`src/rtl/mux_pkg.sv`:
```
// Shared constants and helpers for the channel mux/arbiter.
// Mode encodings and a constant-foldable ceil(log2) for index widths.
package mux_pkg;

  localparam logic MODE_SEL = 1'b0;
  localparam logic MODE_RR  = 1'b1;

  function automatic int clog2(input int n);
    int r;
    r = 0;
    for (int i = 0; i < 32; i++) begin
      if ((1 << r) < n) r++;
    end
    return r;
  endfunction

endpackage

```
`src/rtl/mux_arb_nxw_rr_pick.sv`:
```
// Round-robin picker: first requester at or after ptr, wrapping.
// Purely combinational; the owning block keeps the pointer.
module rr_pick
  import mux_pkg::*;
#(
  parameter  int CHANNELS = 8,
  localparam int SEL_W    = clog2(CHANNELS)
) (
  input  logic [CHANNELS-1:0] req,
  input  logic [SEL_W-1:0]    ptr,
  output logic [SEL_W-1:0]    gnt_idx,
  output logic                gnt_any
);

  localparam logic [SEL_W:0] NCH = (SEL_W+1)'(CHANNELS);

  logic [SEL_W:0] cand;

  // Walk offsets high to low so the nearest requester is written last.
  always_comb begin
    gnt_idx = '0;
    gnt_any = 1'b0;
    cand    = '0;
    for (int i = CHANNELS - 1; i >= 0; i--) begin
      cand = {1'b0, ptr} + (SEL_W+1)'(i);
      if (cand >= NCH) cand = cand - NCH;
      if (req[cand[SEL_W-1:0]]) begin
        gnt_idx = cand[SEL_W-1:0];
        gnt_any = 1'b1;
      end
    end
  end

endmodule

```
`src/rtl/mux_arb_nxw.sv`:
```
// N-channel mux/arbiter with explicit or round-robin grant
// and a single registered output slot with valid/ready flow.
module mux_arb_nxw
  import mux_pkg::*;
#(
  parameter  int WIDTH    = 32,
  parameter  int CHANNELS = 8,
  localparam int SEL_W    = clog2(CHANNELS)
) (
  input  logic                      clk,
  input  logic                      rst_n,
  input  logic [CHANNELS*WIDTH-1:0] in_data,
  input  logic [CHANNELS-1:0]       in_valid,
  output logic [CHANNELS-1:0]       in_ready,
  input  logic                      mode,
  input  logic [SEL_W-1:0]          sel,
  output logic [WIDTH-1:0]          out_data,
  output logic [SEL_W-1:0]          out_chan,
  output logic                      out_valid,
  input  logic                      out_ready
);

  localparam int PAD_W = 1 << SEL_W;

  logic [SEL_W-1:0] ptr;
  logic [SEL_W-1:0] rrIdx;
  logic             rrAny;
  logic [SEL_W-1:0] gntIdx;
  logic             gntAny;
  logic [PAD_W-1:0] validPad;
  logic [WIDTH-1:0] chanData;
  logic             slotFree;
  logic             take;

  rr_pick #(.CHANNELS(CHANNELS)) uPick (
    .req     (in_valid),
    .ptr     (ptr),
    .gnt_idx (rrIdx),
    .gnt_any (rrAny)
  );

  // Out-of-range selects land on zero padding and never grant.
  assign validPad = PAD_W'(in_valid);

  always_comb begin
    gntIdx = sel;
    gntAny = validPad[sel];
    if (mode == MODE_RR) begin
      gntIdx = rrIdx;
      gntAny = rrAny;
    end
  end

  always_comb begin
    chanData = '0;
    for (int i = 0; i < CHANNELS; i++) begin
      if (gntIdx == SEL_W'(i)) chanData = in_data[i*WIDTH +: WIDTH];
    end
  end

  assign slotFree = !out_valid || out_ready;
  assign take     = rst_n && gntAny && slotFree;
  assign in_ready = take ? (CHANNELS'(1) << gntIdx) : '0;

  always_ff @(posedge clk or negedge rst_n) begin
    if (!rst_n) begin
      out_valid <= 1'b0;
      out_data  <= '0;
      out_chan  <= '0;
      ptr       <= '0;
    end else if (take) begin
      out_valid <= 1'b1;
      out_data  <= chanData;
      out_chan  <= gntIdx;
      if (mode == MODE_RR) begin
        ptr <= (gntIdx == SEL_W'(CHANNELS - 1)) ? '0
             : gntIdx + SEL_W'(1);
      end
    end else if (out_ready) begin
      out_valid <= 1'b0;
    end
  end

endmodule

```
`config.mk`:
```
export PLATFORM = sky130hd
export DESIGN_NAME = mux_arb_nxw
export DESIGN_NICKNAME = d
export VERILOG_FILES = /design/src/rtl/mux_pkg.sv /design/src/rtl/mux_arb_nxw_rr_pick.sv /design/src/rtl/mux_arb_nxw.sv
export SDC_FILE = /design/constraint.sdc
export NUM_CORES = 1
export LEC_CHECK = 0
export ABC_AREA = 1
export BUFFER_PORTS_ARGS = -buffer_cell sky130_fd_sc_hd__buf_2
export CORE_AREA = 4 4 121 123
export DETAILED_ROUTE_END_ITERATION = 10
export DIE_AREA = 0 0 125 127
export HOLD_SLACK_MARGIN = 0.06
export PLACE_DENSITY = 0.84
export SYNTH_ARGS = -nofsm -noshare
export SYNTH_HDL_FRONTEND = slang
export SYNTH_SLANG_ARGS = --single-unit
```
`constraint.sdc`:
```
create_clock -name clk -period 6.75 [get_ports clk]
set_clock_uncertainty 0.2 [all_clocks]
set_input_delay 0.3375 -clock clk [delete_from_list [all_inputs] [get_ports clk]]
set_output_delay 0.3375 -clock clk [all_outputs]
set_load 0.01 [all_outputs]
```
==> out/metrics.yaml, run 1 <==
status: "complete, no violations"
portBuffers: 314
worst_pin_slew_ns: 0.9635
gp_congestion: 1.001
clock-sinks: 39
slew_violations: 0
routed_via_density: 4.983
drt_first_pass_iters: 6
layout_min_cycle_time_ns: 5.652
nFillCells: 1495
layout_common_cells: "529 x nand2_1, 314 x buf_2, 203 x inv_1, 111 x nor2_1, 64 x nand4_1"
drc: 0
wl_per_cell_um: 14.96
setup_viol: 0
total_power_mw: 3.830
cp.required_ns: 6.21
setup_tns_ns: 0
die_area_um2: 15880
clockBufferDepth: 2
syn-mean-instance-area_um2: 4.966
syn2layout_area_growth_pct: 28.24
antenna_found_initial: 1
die_height_um: 127
num-nets-final: 1725
drtIter0Drc: 512
cp-start-kind: "register"
die_w_um: 125
regArea_um2: 975.9
syn_area_um2: 5914
drive_gt1_frac: 0.2396
placementRows: 43
io_pins: 315
overflow: 0
grt_setup_unrepaired: "false"
grt_usage: 0.2902
netlist-cell-type-count: 31
h-tree-depth: 2
core_um2: 13670
multi_input_area_um2: 3797
clkTransAtPathRegs_ns: 0.06
crit_path_max_incr_delay_ns: 0.78
via_count: 8117
worstSetupPathType: "register to output pin"
cts_resized: 0
worstPathMaxFanout: 33
numCtsBuffers: 5
layout_commonest_cell: "nand2_1"
setup_ws_ns: 1.098
end_kind: "output pin"
crit_slowest_cell: "ha_1"
path_cells: "inv_2 > ha_1 > inv_1 > nand3_1 > nand3_1 > nand2_1 > nor2_1 > nor3_1 > nor3_1 > o21ai_0 > a22oi_1 > ha_1 > inv_1 > nor2_4 > inv_2 > nor2_1 > buf_2"
fin_crit_sh: 0.8374
hold_viol: 0
clk-insertion-delay-late_ns: 0.28
grt_max_degree: 66
max_freq_ghz: 0.1769
yosysSeqAreaShare: 0.1650
ant_nets: 0
power_density_nw_per_um2: 505.0
cp.arrival_ns: 5.11
holdWs_ns: 0.1343
relSlewSlack: 0.3554
syn-instance-count: 1191
irDropWorstVdd_mv: 0.1820
root_buffer: "clkbuf_16"
grt_pass1_wl_mm: 37.38
grt_pass1_vias: 7569
hpwl_mm: 18.54
dp_slack_ns: 1.359
drv_cap: 0
initial_core_util: 0.4328
hp-class: "input pin to register"
ys_ff_latch: 39
routed_wl_mm: 24.38
ys_warn_count: 0
cts_tree: "built"
synthesis.nets: 1469
leakagePower_nw: 5.063
==> logic make-up (layout without fill, tap and decap cells) <==
| group | Yosys count | after routing | synth area share |
|---|---|---|---|
| simple gates | 776 | 776 | 0.5416 |
| xor+xnor | 2 | 2 | 0.002962 |
| fa+ha+maj | 7 | 7 | 0.01481 |
| buf+inv | 282 | 539 | 0.1946 |
| compound gates | 85 | 85 | 0.08103 |
| other cells | 0 | 1 | 0 |
| flops | 39 | 39 | 0.1650 |
==> cell type report <==
cell class,count,area share
clock buffers,5,0.01650
diodes,1,0.0003299
inverters,210,0.1039
flip-flops and latches,39,0.1287
repair buffers,321,0.2145
multi-input cells,870,0.5007
well taps,180,0.02969
clock inverters,3,0.005774
==> final timing paths <==
kind                             startpoint      endpoint  slack [ns]  cells after the start
worst max-delay path                 ptr[0]   in_ready[4]        1.10                     17
worst min-delay path              out_ready     out_valid        0.13                      4
worst max register to register       ptr[0]  out_data[13]        1.24                     23
worst min register to register  out_data[0]   out_data[0]        0.28                      2
max in group asynchronous             rst_n   out_data[3]        5.46                      3
min in group asynchronous             rst_n  out_data[23]        0.47                      3
==> cell usage after synthesis, drive strengths merged <==
library cell | number | area [µm²]
a211oi | 1 | 7.510
a21oi | 22 | 110.1
a22o | 11 | 96.34
a22oi | 1 | 7.510
a32o | 1 | 10.01
buf | 46 | 264.0
clkbuf | 26 | 98.84
clkinv | 1 | 3.750
dfrtp | 39 | 975.9
ha | 7 | 87.58
inv | 209 | 784.5
nand2 | 536 | 2042
nand3 | 57 | 290.3
nand4 | 64 | 400.4
nor2 | 114 | 445.4
nor3 | 5 | 25.02
o21ai | 48 | 240.2
o31ai | 1 | 7.510
xnor2 | 1 | 8.760
xor2 | 1 | 8.760
==> metal layers <==
layer,share of wire,global-route usage,up-vias
met4,0.055,0.1473,2
met5,0.00033,0,-
met1,0.39,0.3499,3524
li1,-,-,4108
met2,0.47,0.5017,416
met3,0.084,0.04682,67
==> registers in the layout, indices dropped and copies added (netlist names) <==
register   flops
ptr            3
out_chan       3
out_valid      1
out_data      32
==> report_power, final <==
part / internal (mW) / switching, mW / leakage [nW]
registers: 0.346 / 0.0843 / 0.486
logic: 0.999 / 2.12 / 4.49
clock network: 0.175 / 0.105 / 0.0838
total: 1.52 / 2.31 / 5.06
==> through the flow <==
stage               area [µm²]  utilization  instances
detailed placement        7403       0.5418       1619
global placement          7403       0.5418       1619
finish                    7585       0.5550       1629
floorplan                 5914            -       1191
global route              7582       0.5548       1628
CTS                       7582       0.5548       1628
==> worst max-delay path: cells and delay by family, from the launching register on <==
kind,cells,cell delay [ns]
AND/OR/NAND/NOR,8,1.69
adder cells (fa/ha/maj),2,1.21
buffers and inverters,5,0.99
flip-flops,1,0.53
AO/OA/AOI/OAI,2,0.40
==> timing repair <==
action	in CTS	in global routing
setup buffers	0	0
endpoints found under the hold margin	39	0
hold buffers	1	0
Power figures use the tool's default switching activity.
==> run 2, diff against run 1 <==
CORE_AREA = 4 4 124 126   (was 4 4 121 123)
DIE_AREA = 0 0 128 130   (was 0 0 125 127)
clock period = 4.7 ns   (was 6.75 ns; I/O delays follow)
==> run 2 against run 1 <==
- sequential power grew 44%
- non-clock buffer count grew 43
- clock power grew 49%
- critical path type is now register to register
- critical path depth grew 9
- final cell count grew 2.8%
- first-iteration DRC count shrank 4.7%
- register-to-register slack lost 0.77 ns
- routed wire length grew 6.5%
- sequential cell count is the same
- count of clock-buffer cells in the layout grew 1
- core utilization grew 0.69 points
- combinational power grew 51%
==> out/metrics.yaml, run 2 (synthesis gave the netlist of run 1 again) <==
overflow: 0  # unchanged
root_buffer: "clkbuf_16"  # unchanged
via_count: 8288  # was 8,117
antenna_found_initial: 0  # was 1
grt_usage: 0.2990  # was 0.2902
grt_setup_unrepaired: "false"  # unchanged
dp_cells: 1640  # was 1,619
clkTransAtPathRegs_ns: 0.06  # about the same
setup_tns_ns: 0  # unchanged
wl_per_cell_um: 15.51  # was 14.96 µm
drv_cap: 0  # unchanged
ant_nets: 0  # unchanged
relSlewSlack: 0.5293  # was 0.3554
slew_violations: 0  # unchanged
irDropWorstVdd_mv: 0.3131  # was 0.1820 mV
clock-sinks: 39  # unchanged
hold_viol: 0  # unchanged
path_common_cell: "nand2_1"
hpwl_mm: 19.89  # was 18.54 mm
fin_crit_sh: 0.8996
drtIter0Drc: 488  # was 512
initial_core_util: 0.4132  # was 0.4328
final_cell_count_no_fill: 1675  # was 1,629
die_height_um: 130  # was 127 µm
regMostFlops: "out_data"  # unchanged
crit_path_max_incr_delay_ns: 0.49  # was 0.78 ns
num-nets-final: 1768  # was 1,725
core_um2: 14310  # was 13,670 µm²
portBuffers: 314  # unchanged
cp.required_ns: 4.68  # was 6.21 ns
max_freq_ghz: 0.2365
worst_pin_slew_ns: 0.7053  # was 0.9635 ns
clk-insertion-delay-late_ns: 0.29  # was 0.28 ns
setup_viol: 0  # unchanged
largest_reg_flops: 32  # unchanged
cp-start-kind: "register"  # unchanged
grt_pass1_vias: 7629  # was 7,569
clockBufferDepth: 2  # unchanged
layout_min_cycle_time_ns: 4.228
top_regs: "out_data: 32 flops, out_chan: 3 flops, ptr: 3 flops"  # unchanged
power_density_nw_per_um2: 714.8  # was 505.0 nW/µm²
crit_slowest_cell: "dfrtp_2"  # was ha_1
end_kind: "register"  # was output pin
cts_tree: "built"  # unchanged
utilization: 0.5619  # was 0.5550
drive_gt1_frac: 0.2455  # was 0.2396
layout_common_cells: "529 x nand2_1, 314 x buf_2, 203 x inv_1, 111 x nor2_1, 64 x nand4_1"  # unchanged
worstSetupPathType: "register to register"  # was register to output pin
multi_input_area_um2: 3800  # was 3797 µm²
post-cts-setup-buffers: 0  # unchanged
hp-class: "input pin to register"  # unchanged
routed_via_density: 4.948  # was 4.983
drt_first_pass_iters: 5  # was 6
numCtsBuffers: 5  # unchanged
holdWs_ns: 0.06379  # was 0.1343 ns
placementRows: 44  # was 43
syn2layout_area_growth_pct: 35.98  # was 28.24%
nFillCells: 1502  # was 1,495
gp_congestion: 0.9837  # was 1.001
status: "complete, no violations"  # unchanged
drc: 0  # unchanged
routed_wl_mm: 25.97  # was 24.38 mm
grt_pass1_wl_mm: 39.61  # was 37.38 mm
io_pins: 315  # unchanged
die_w_um: 128  # was 125 µm
die_area_um2: 16640  # was 15,880 µm²
worstPathMaxFanout: 21  # was 33
diodes: 0  # was 1
h-tree-depth: 2  # unchanged
regArea_um2: 977.2  # was 975.9 µm²
cp.arrival_ns: 4.21  # was 5.11 ns
grt_max_degree: 64  # was 66
layout_commonest_cell: "nand2_1"  # unchanged
leakagePower_nw: 5.278  # was 5.063 nW
[run 2: power by group]
group | switching, mW | internal (mW) | total, mW
sequential | 0.120 | 0.499 | 0.619
clock | 0.153 | 0.265 | 0.418
combinational | 3.13 | 1.58 | 4.71
total | 3.40 | 2.34 | 5.75
[run 2: repair_timing]
| item | CTS | global route |
|---|---|---|
| endpoints found under the setup margin | 0 | 38 |
| resized for setup | 0 | 6 |
| endpoints found under the hold margin | 61 | 0 |
| hold buffers | 27 | 0 |
[run 2: worst max-delay path, delay by kind of cell, from the launching register on]
kind	cells	cell delay (ns)
adders and majority gates	2	0.60
AOI/OAI and AO/OA	3	0.60
DFF	1	0.49
buffers and inverters	7	1.07
and+or+nand+nor	14	1.13
[run 2: final timing paths]
check,cells past startpoint,from,to,slack [ns]
setup / recovery,26,ptr[0],out_data[11],0.47
hold / removal,5,in_data[244],out_data[20],0.06
setup reg to reg,26,ptr[0],out_data[11],0.47
hold reg to reg,2,out_data[25],out_data[25],0.28
max in group asynchronous,3,rst_n,ptr[0],3.35
min in group asynchronous,3,rst_n,out_data[30],0.51
[run 2: stage by stage]
| step | power [mW] | cell area, µm² | worst slack (ns) |
|---|---|---|---|
| 6_report | 5.749 | 8043 | 0.4718 |
| 5_1_grt | 6.438 | 8043 | 0.02145 |
| 2_1_floorplan | 3.963 | 5914 | 0.8400 |
| 4_1_cts | 5.728 | 8030 | 0.2127 |
| 3_3_place_gp | 5.255 | 7586 | 0.3529 |
| 3_5_place_dp | 5.266 | 7586 | 0.3179 |
[run 2: final cells by class]
cell class,count,area share
clock inverters,2,0.004356
repair buffers,364,0.2576
well taps,184,0.02862
flip-flops and latches,39,0.1215
multi-input cells,870,0.4725
clock buffers,6,0.01727
inverters,210,0.09816
[run 2: layer usage]
layer | vias up | global-route usage | part of all wire
li1 | 4194 | - | -
met1 | 3560 | 0.3708 | 0.39
met2 | 465 | 0.5176 | 0.48
met3 | 69 | 0.04789 | 0.092
met4 | 0 | 0.1236 | 0.041
met5 | - | 0 | 0
